==> config.mk <==
export PLATFORM = sky130hd
export DESIGN_NAME = dmem_arbiter_flat
export DESIGN_NICKNAME = d
export VERILOG_FILES = /design/src/rtl/dmem_pkg.sv /design/src/rtl/dmem_arbiter_if.sv /design/src/rtl/lane_unit.sv /design/src/rtl/dmem_arbiter.sv /design/src/flat_wrapper.sv
export SDC_FILE = /design/constraint.sdc
export NUM_CORES = 1
export LEC_CHECK = 0
export ABC_AREA = 1
export CAP_MARGIN = 30
export CELL_PAD_IN_SITES_DETAIL_PLACEMENT = 0
export CELL_PAD_IN_SITES_GLOBAL_PLACEMENT = 2
export CORE_AREA = 10 10 178 180
export DETAILED_ROUTE_END_ITERATION = 12
export DIE_AREA = 0 0 188 190
export PLACE_DENSITY = 0.88
export SLEW_MARGIN = 0
export SYNTH_ARGS = -nofsm -noshare
export SYNTH_HDL_FRONTEND = slang
export SYNTH_SLANG_ARGS = --single-unit
==> constraint.sdc <==
create_clock -name clk -period 3.8 [get_ports clk]
set_input_delay 0.57 -clock clk [delete_from_list [all_inputs] [get_ports clk]]
set_output_delay 0.57 -clock clk [all_outputs]
set_load 0.01 [all_outputs]
==> src/rtl/dmem_pkg.sv <==
// Shared definitions for the data-memory arbiter: RV32I width codes, FSM
// state encoding and the sub-word merge / load-extend / legality helpers.
package dmem_pkg;

  localparam logic [2:0] F3_B  = 3'b000;
  localparam logic [2:0] F3_H  = 3'b001;
  localparam logic [2:0] F3_W  = 3'b010;
  localparam logic [2:0] F3_BU = 3'b100;
  localparam logic [2:0] F3_HU = 3'b101;

  typedef enum logic [1:0] {
    ST_IDLE,
    ST_ACCESS,
    ST_RMW_WR,
    ST_RESP
  } state_t;

  // Drops a byte (lane = offset) or halfword (lane = offset[1]) into a word.
  function automatic logic [31:0] lane_merge(input logic [31:0] old_word,
                                             input logic [15:0] wdata,
                                             input logic [1:0]  offset,
                                             input logic        is_half);
    logic [31:0] merged;
    merged = old_word;
    if (is_half) begin
      if (offset[1]) merged[31:16] = wdata;
      else           merged[15:0]  = wdata;
    end else begin
      case (offset)
        2'd0:    merged[7:0]   = wdata[7:0];
        2'd1:    merged[15:8]  = wdata[7:0];
        2'd2:    merged[23:16] = wdata[7:0];
        default: merged[31:24] = wdata[7:0];
      endcase
    end
    return merged;
  endfunction

  function automatic logic [31:0] load_extend(input logic [31:0] word,
                                              input logic [1:0]  offset,
                                              input logic [2:0]  funct3);
    logic [7:0]  b;
    logic [15:0] h;
    logic [31:0] result;
    case (offset)
      2'd0:    b = word[7:0];
      2'd1:    b = word[15:8];
      2'd2:    b = word[23:16];
      default: b = word[31:24];
    endcase
    h = offset[1] ? word[31:16] : word[15:0];
    case (funct3)
      F3_B:    result = {{24{b[7]}}, b};
      F3_BU:   result = {24'd0, b};
      F3_H:    result = {{16{h[15]}}, h};
      F3_HU:   result = {16'd0, h};
      default: result = word;
    endcase
    return result;
  endfunction

  // Unsigned codes are load-only; halfwords need even and words aligned addresses.
  function automatic logic access_err(input logic       we,
                                      input logic [2:0] funct3,
                                      input logic [1:0] addr_lo);
    logic err;
    case (funct3)
      F3_B:    err = 1'b0;
      F3_BU:   err = we;
      F3_H:    err = addr_lo[0];
      F3_HU:   err = we | addr_lo[0];
      F3_W:    err = (addr_lo != 2'b00);
      default: err = 1'b1;
    endcase
    return err;
  endfunction

endpackage

==> src/rtl/dmem_arbiter_if.sv <==
// Requester, response and word-memory bundle of the data-memory arbiter.
// master = requesters plus memory model, slave = the arbiter.
interface dmem_arbiter_if #(
  parameter int ADDR_W = 12
);

  logic [1:0]        req_valid;
  logic [1:0]        req_ready;
  logic              req_we0;
  logic              req_we1;
  logic [2:0]        req_funct3_0;
  logic [2:0]        req_funct3_1;
  logic [ADDR_W-1:0] req_addr0;
  logic [ADDR_W-1:0] req_addr1;
  logic [31:0]       req_wdata0;
  logic [31:0]       req_wdata1;

  logic              rsp_valid;
  logic              rsp_id;
  logic [31:0]       rsp_rdata;
  logic              rsp_err;

  logic              mem_we;
  logic [2:0]        mem_funct3;
  logic [ADDR_W-3:0] mem_addr;
  logic [31:0]       mem_wdata;
  logic [31:0]       mem_rdata;

  modport master (
    output req_valid, req_we0, req_we1, req_funct3_0, req_funct3_1,
           req_addr0, req_addr1, req_wdata0, req_wdata1, mem_rdata,
    input  req_ready, rsp_valid, rsp_id, rsp_rdata, rsp_err,
           mem_we, mem_funct3, mem_addr, mem_wdata
  );

  modport slave (
    input  req_valid, req_we0, req_we1, req_funct3_0, req_funct3_1,
           req_addr0, req_addr1, req_wdata0, req_wdata1, mem_rdata,
    output req_ready, rsp_valid, rsp_id, rsp_rdata, rsp_err,
           mem_we, mem_funct3, mem_addr, mem_wdata
  );

endinterface

==> src/rtl/lane_unit.sv <==
// Combinational sub-word datapath shared by the store (merge) and load
// (extract + extend) paths; both operate on the word currently read from memory.
module lane_unit
  import dmem_pkg::*;
(
  input  logic [31:0] i_word,
  input  logic [15:0] i_wdata,
  input  logic [1:0]  i_offset,
  input  logic [2:0]  i_funct3,
  output logic [31:0] o_merged,
  output logic [31:0] o_loaded
);

  // funct3[0] separates halfword from byte for the two legal sub-word stores.
  assign o_merged = lane_merge(i_word, i_wdata, i_offset, i_funct3[0]);
  assign o_loaded = load_extend(i_word, i_offset, i_funct3);

endmodule

==> src/rtl/dmem_arbiter.sv <==
// Two-requester round-robin arbiter in front of a word-wide single-port
// memory; sub-word stores become read-modify-write, loads are extended here.
module dmem_arbiter
  import dmem_pkg::*;
#(
  parameter int ADDR_W     = 12,
  parameter int RESET_PRIO = 0
) (
  input  logic           clk,
  input  logic           rst_n,
  dmem_arbiter_if.slave  bus
);

  state_t            r_state;
  state_t            w_next;
  logic              r_rr;
  logic              r_id;
  logic              r_we;
  logic              r_err;
  logic [2:0]        r_f3;
  logic [ADDR_W-1:0] r_addr;
  logic [31:0]       r_wdata;
  logic [31:0]       r_rdata;
  logic [31:0]       r_merged;

  logic [1:0]        w_grant;
  logic              w_contested;
  logic              w_hs;
  logic              w_sel;
  logic              w_we;
  logic [2:0]        w_f3;
  logic [ADDR_W-1:0] w_addr;
  logic [31:0]       w_wdata;
  logic              w_err;
  logic              w_mem_we;
  logic [31:0]       w_mem_wdata;
  logic [31:0]       w_merged;
  logic [31:0]       w_loaded;

  assign w_hs    = |w_grant;
  assign w_sel   = w_grant[1];
  assign w_we    = w_sel ? bus.req_we1      : bus.req_we0;
  assign w_f3    = w_sel ? bus.req_funct3_1 : bus.req_funct3_0;
  assign w_addr  = w_sel ? bus.req_addr1    : bus.req_addr0;
  assign w_wdata = w_sel ? bus.req_wdata1   : bus.req_wdata0;
  assign w_err   = access_err(w_we, w_f3, w_addr[1:0]);

  lane_unit u_lane (
    .i_word   (bus.mem_rdata),
    .i_wdata  (r_wdata[15:0]),
    .i_offset (r_addr[1:0]),
    .i_funct3 (r_f3),
    .o_merged (w_merged),
    .o_loaded (w_loaded)
  );

  always_ff @(posedge clk or negedge rst_n) begin
    if (!rst_n) r_state <= ST_IDLE;
    else        r_state <= w_next;
  end

  // Errors skip memory entirely; only byte/halfword stores need the extra write cycle.
  always_comb begin
    w_next = r_state;
    case (r_state)
      ST_IDLE:   if (w_hs) w_next = w_err ? ST_RESP : ST_ACCESS;
      ST_ACCESS: w_next = (r_we && (r_f3 != F3_W)) ? ST_RMW_WR : ST_RESP;
      ST_RMW_WR: w_next = ST_RESP;
      ST_RESP:   w_next = ST_IDLE;
      default:   w_next = ST_IDLE;
    endcase
  end

  always_comb begin
    w_grant     = 2'b00;
    w_contested = 1'b0;
    w_mem_we    = 1'b0;
    w_mem_wdata = r_wdata;
    case (r_state)
      ST_IDLE: begin
        case (bus.req_valid)
          2'b01:   w_grant = 2'b01;
          2'b10:   w_grant = 2'b10;
          2'b11: begin
            w_contested = 1'b1;
            w_grant     = r_rr ? 2'b10 : 2'b01;
          end
          default: w_grant = 2'b00;
        endcase
      end
      ST_ACCESS: w_mem_we = r_we && (r_f3 == F3_W);
      ST_RMW_WR: begin
        w_mem_we    = 1'b1;
        w_mem_wdata = r_merged;
      end
      default: ;
    endcase
  end

  // The rr pointer only moves on contested grants, so it always names the next loser's turn.
  always_ff @(posedge clk or negedge rst_n) begin
    if (!rst_n) begin
      r_rr     <= 1'(RESET_PRIO);
      r_id     <= 1'b0;
      r_we     <= 1'b0;
      r_err    <= 1'b0;
      r_f3     <= 3'b000;
      r_addr   <= '0;
      r_wdata  <= 32'd0;
      r_rdata  <= 32'd0;
      r_merged <= 32'd0;
    end else if (w_hs) begin
      r_id    <= w_sel;
      r_we    <= w_we;
      r_err   <= w_err;
      r_f3    <= w_f3;
      r_addr  <= w_addr;
      r_wdata <= w_wdata;
      r_rdata <= 32'd0;
      if (w_contested) r_rr <= ~w_sel;
    end else if (r_state == ST_ACCESS) begin
      if (r_we) r_merged <= w_merged;
      else      r_rdata  <= w_loaded;
    end
  end

  assign bus.req_ready  = w_grant;
  assign bus.rsp_valid  = (r_state == ST_RESP);
  assign bus.rsp_id     = r_id;
  assign bus.rsp_rdata  = r_rdata;
  assign bus.rsp_err    = r_err;
  assign bus.mem_we     = w_mem_we;
  assign bus.mem_funct3 = F3_W;
  assign bus.mem_addr   = r_addr[ADDR_W-1:2];
  assign bus.mem_wdata  = w_mem_wdata;

endmodule

==> src/flat_wrapper.sv <==
// flat-port wrapper written by rule: the top's interface ports become plain ports
module dmem_arbiter_flat import dmem_pkg::*;
#(
  parameter int ADDR_W     = 12,
  parameter int RESET_PRIO = 0
)
  (clk, rst_n, bus_req_valid, bus_req_we0, bus_req_we1, bus_req_funct3_0, bus_req_funct3_1, bus_req_addr0, bus_req_addr1, bus_req_wdata0, bus_req_wdata1, bus_mem_rdata, bus_req_ready, bus_rsp_valid, bus_rsp_id, bus_rsp_rdata, bus_rsp_err, bus_mem_we, bus_mem_funct3, bus_mem_addr, bus_mem_wdata);
  dmem_arbiter_if #(.ADDR_W(ADDR_W)) bus_i ();
  input  logic clk;
  input  logic rst_n;
  input wire logic [$bits(bus_i.req_valid)-1:0] bus_req_valid;
  input wire logic [$bits(bus_i.req_we0)-1:0] bus_req_we0;
  input wire logic [$bits(bus_i.req_we1)-1:0] bus_req_we1;
  input wire logic [$bits(bus_i.req_funct3_0)-1:0] bus_req_funct3_0;
  input wire logic [$bits(bus_i.req_funct3_1)-1:0] bus_req_funct3_1;
  input wire logic [$bits(bus_i.req_addr0)-1:0] bus_req_addr0;
  input wire logic [$bits(bus_i.req_addr1)-1:0] bus_req_addr1;
  input wire logic [$bits(bus_i.req_wdata0)-1:0] bus_req_wdata0;
  input wire logic [$bits(bus_i.req_wdata1)-1:0] bus_req_wdata1;
  input wire logic [$bits(bus_i.mem_rdata)-1:0] bus_mem_rdata;
  output wire logic [$bits(bus_i.req_ready)-1:0] bus_req_ready;
  output wire logic [$bits(bus_i.rsp_valid)-1:0] bus_rsp_valid;
  output wire logic [$bits(bus_i.rsp_id)-1:0] bus_rsp_id;
  output wire logic [$bits(bus_i.rsp_rdata)-1:0] bus_rsp_rdata;
  output wire logic [$bits(bus_i.rsp_err)-1:0] bus_rsp_err;
  output wire logic [$bits(bus_i.mem_we)-1:0] bus_mem_we;
  output wire logic [$bits(bus_i.mem_funct3)-1:0] bus_mem_funct3;
  output wire logic [$bits(bus_i.mem_addr)-1:0] bus_mem_addr;
  output wire logic [$bits(bus_i.mem_wdata)-1:0] bus_mem_wdata;
  assign bus_i.req_valid = bus_req_valid;
  assign bus_i.req_we0 = bus_req_we0;
  assign bus_i.req_we1 = bus_req_we1;
  assign bus_i.req_funct3_0 = bus_req_funct3_0;
  assign bus_i.req_funct3_1 = bus_req_funct3_1;
  assign bus_i.req_addr0 = bus_req_addr0;
  assign bus_i.req_addr1 = bus_req_addr1;
  assign bus_i.req_wdata0 = bus_req_wdata0;
  assign bus_i.req_wdata1 = bus_req_wdata1;
  assign bus_i.mem_rdata = bus_mem_rdata;
  assign bus_req_ready = bus_i.req_ready;
  assign bus_rsp_valid = bus_i.rsp_valid;
  assign bus_rsp_id = bus_i.rsp_id;
  assign bus_rsp_rdata = bus_i.rsp_rdata;
  assign bus_rsp_err = bus_i.rsp_err;
  assign bus_mem_we = bus_i.mem_we;
  assign bus_mem_funct3 = bus_i.mem_funct3;
  assign bus_mem_addr = bus_i.mem_addr;
  assign bus_mem_wdata = bus_i.mem_wdata;
  dmem_arbiter #(.ADDR_W(ADDR_W), .RESET_PRIO(RESET_PRIO)) u_core (.clk(clk), .rst_n(rst_n), .bus(bus_i));
endmodule
==> summary by stage <==
Critical path
The kind of end point of the critical path is an output port. The setup path with the least slack is of type register to output port. The worst register-to-register path begins at u_core.r_state[1].

On the critical path, the stage with the largest delay is an instance of clkdlybuf4s50_1. The peak per-stage delay on the critical path is 0.62 ns. The signal on the critical path passes through inv_1 -> ha_2 -> buf_4 -> nand2_1 -> o21ai_0 -> clkdlybuf4s50_1. The biggest fanout along the worst timing path is 31. The worst reg2reg path depth is 12. STA puts the critical path data arrival time at 2.68 ns. Together, buffers and inverters on the worst path number 3. STA puts the critical path data required time at 3.23 ns. In this run the number of cells on the critical path is 6.

Tracing the worst setup path back leads to its startpoint at u_core.r_state[0]. The register-to-register setup slack is 1.28 ns. The endpoint of the most critical register-to-register path is u_core.r_state[1]. The last element of the critical path is bus_mem_wdata[12]. Among cell families on the critical path, the largest total delay comes from buffers and inverters. The startpoint kind of the worst setup timing path is a register.

Floorplan
The die is 188 um wide. The total number of placement rows is 62. The initial core utilization is 24.54%. The die area is 35720 sq um. The floorplan step defined a core boundary enclosing 28240 sq um. The number of top-level pins is 215. The vertical die dimension is 190 um.

Routing
The count of nets left with antenna violations after detail routing is 0. The number of remaining DRC errors is 0. The detailed-router iteration count before antenna repair is 5.

The final routed wire length divided by cell count is 18.27 um. The via count is 7021. The overall routed net length is 27.95 mm. In the routed layout, each cell is associated on average with a via count of 4.589. The detailed router's first-iteration violation count is 526.

Synth
The number of synthesis warnings is 0. After technology mapping, the gate count stands at 962. The post-synth design cell area is 6929 sq um. The biggest area contributor in the post-synthesis netlist is dfrtp_1. Counting distinct cell types in the post-synthesis netlist gives 32. The share of synthesized area spent on multiplexers is 0%. The top cell type by area accounts for 42.25% of the synthesized area. The number of synthesized flops with an enable pin is 0. The synthesized netlist devotes 23.58% of its cell area to simple gates.

The main combinational cell family by area after synthesis is simple AND/OR/NAND/NOR gates. By count the netlist is led by nand2_1, dfrtp_1, o21ai_0. The proportion of synthesized flip-flops having asynchronous set or reset is 100.0%. In the post-synthesis netlist, the cell with the most instances is nand2_1. The synthesized netlist devotes 0% of its cell area to XOR and XNOR gates. Sequential cells were found to cover 42.25% of the synthesized design area. The post-synthesis area per instance is 7.203 sq um. Sorting the synthesized cells by area gives the leading types as dfrtp_1, nand2_1, o21ai_0, a21oi_1, a31oi_1. The most instantiated flip-flop cell in the synthesis netlist is dfrtp_1.

Of the total synthesized cell area, the portion taken by full adders, half adders and majority gates is 1.083%. In this run, synthesis produced a sequential element count of 117. The synthesized netlist devotes 23.11% of its cell area to compound gates.

Placement
The routability congestion estimate from global placement is 0.8424. The number of buffers added on ports is 211. The count of placed standard cells including taps is 1495. The placed wire-length estimate is 21.43 mm.

The worst setup slack after placement is 0.9073 ns. The placed cell area is 9251 sq um.

GRT
The number of global-route vias before repair is 7041. The aggregate global routing overflow is 0. The overall track demand over capacity in global routing is 15.61%. The wire length of the first global-routing pass is 43.41 mm. The initial antenna violation count is 5. Entering global routing, the biggest net connects 87 pins.

Final layout
Once layout is complete, the utilization of the core stands at 34.81%. Counting the fill cells in the layout gives 3076. Cells with a size suffix above 1 make up 6.562% of the layout.

Relative to the synthesized area, the layout overhead comes to 41.86%. The net total in the final layout is 1268. The finished layout holds 1530 standard cells, fillers aside. The finished cells cover 9829 sq um.

STA
The final number of max-transition violations is 0. Setup repair after global routing left no endpoint under its margin. Setup violations remaining at the end of the flow were counted as 0. The share of the cycle needed by the critical path after routing is 85.44%. After layout, the minimum clock period comes to 3.247 ns. Final hold analysis gives a worst-case slack of 0.1096 ns.

The minimum setup slack in the final design is 0.5531 ns. The number of failing hold endpoints at the final stage is 0. The highest achievable clock rate is 0.3080 GHz. The setup TNS after final layout is 0 ns.

The worst clock skew is 0.01256 ns. The relative max-transition margin is 38.34%. The actual transition at the worst max-transition pin is 0.9238 ns.

Clock network
The clock-pin slew on the worst setup and hold paths is 0.06 ns. The number of sinks on the clock net is 117. Buffers inserted to repair hold after CTS numbered 0. The number of cells upsized or downsized after cts is 0. The number of CTS-inserted buffers is 17.

Clock latency on the worst-skew pair, taken at its later pin, is 0.42 ns. The TritonCTS clock tree is done. The H-tree depth reported by CTS is 4. After clock tree synthesis, the setup repair step added 0 buffers. The tree is rooted in a clkbuf_16. The maximum count of clock buffers along a single path is 2.

Pwr
The design draws 8.491 mW. The worst supply voltage drop on vdd is 0.0002812 V. The leakage power of the design is 4.347 nW. In this run the power density over the cells is 863.8 nW/um^2.

Run
Across the run, the number of max-cap violations was 0.

Min path
The worst hold path belongs to the class input pin to async pin.

Outcome
The run finished with clean final reports.
## worst reg2reg max path, stage by stage, from the launching register on
cell     delay (ns)
dfrtp_1        0.41
inv_1          0.15
ha_1           0.25
nand2_1        0.13
inv_1          0.19
nand2_2        0.20
buf_4          0.34
o21ai_0        0.39
nand2_1        0.09
nand2_1        0.09
nand3_1        0.07
nand2_1        0.06
nand2_1        0.04
## how the worst min path moves through the flow
| stage | depth (start not counted) | endpoint | startpoint |
|---|---|---|---|
| CTS | 1 | u_core.r_addr[5] | rst_n |
| finish | 1 | u_core.r_addr[5] | rst_n |
| global placement | 2 | u_core.bus.rsp_id | u_core.bus.rsp_id |
| global route | 1 | u_core.r_addr[5] | rst_n |
| detailed placement | 2 | u_core.bus.rsp_id | u_core.bus.rsp_id |
| floorplan | 0 | u_core.bus.rsp_err | rst_n |
## state kept, by name, summed over array words and instances, names as in the netlist
name and cells:
u_core.bus.rsp_err 1, u_core.bus.rsp_id 1, u_core.bus.rsp_rdata 32, u_core.r_addr 12
u_core.r_f3 3, u_core.r_merged 32, u_core.r_rr 1, u_core.r_state 2
u_core.r_wdata 32, u_core.r_we 1
## power by group
group	internal (mW)	total, mW	switching [mW]
Sequential	1.84	2.27	0.435
Combinational	1.91	4.62	2.71
Clock	0.996	1.60	0.603
Total	4.75	8.49	3.75
## cell usage in the layout (no fill, tap or decap), types with 5 or more instances in the layout
cell type,netlist,routed
inv_1,71,71
clkbuf_16,0,17
clkdlybuf4s50_1,0,210
nand2_1,293,292
or2_2,7,7
a21oi_1,75,75
buf_4,14,17
o21ai_0,111,111
ha_1,6,5
a31oi_1,56,56
o211ai_1,14,14
o21ai_1,10,10
nand3_2,9,9
o31ai_1,16,16
nor2_1,61,61
dfrtp_1,117,117
nand3_1,15,15
## layer usage
metal	part of all wire [%]	vias up	track usage (%)
li1	-	3506	-
met1	46	3276	20.43
met2	46	223	24.52
met3	7.4	12	5.090
met4	0.77	4	3.477
met5	0.12	-	0
## cell type report
type	instances	area [sq um]	area share [%]
Antenna cell	3	7.507	0.07637
Clock buffer	23	467.9	4.761
Clock inverter	9	102.6	1.044
Inverter	75	281.5	2.864
Multi-Input combinational cell	692	3332	33.90
Sequential cell	117	2928	29.79
Tap cell	384	480.5	4.888
Timing Repair Buffer	227	2230	22.68
## kinds of logic after synthesis
kind of cell / after synthesis
buf+inv: 154
compound gates: 286
other cells: 2
flops: 117
fa+ha+maj: 6
simple gates: 397
No activity file was read; power rests on OpenSTA's default activity.
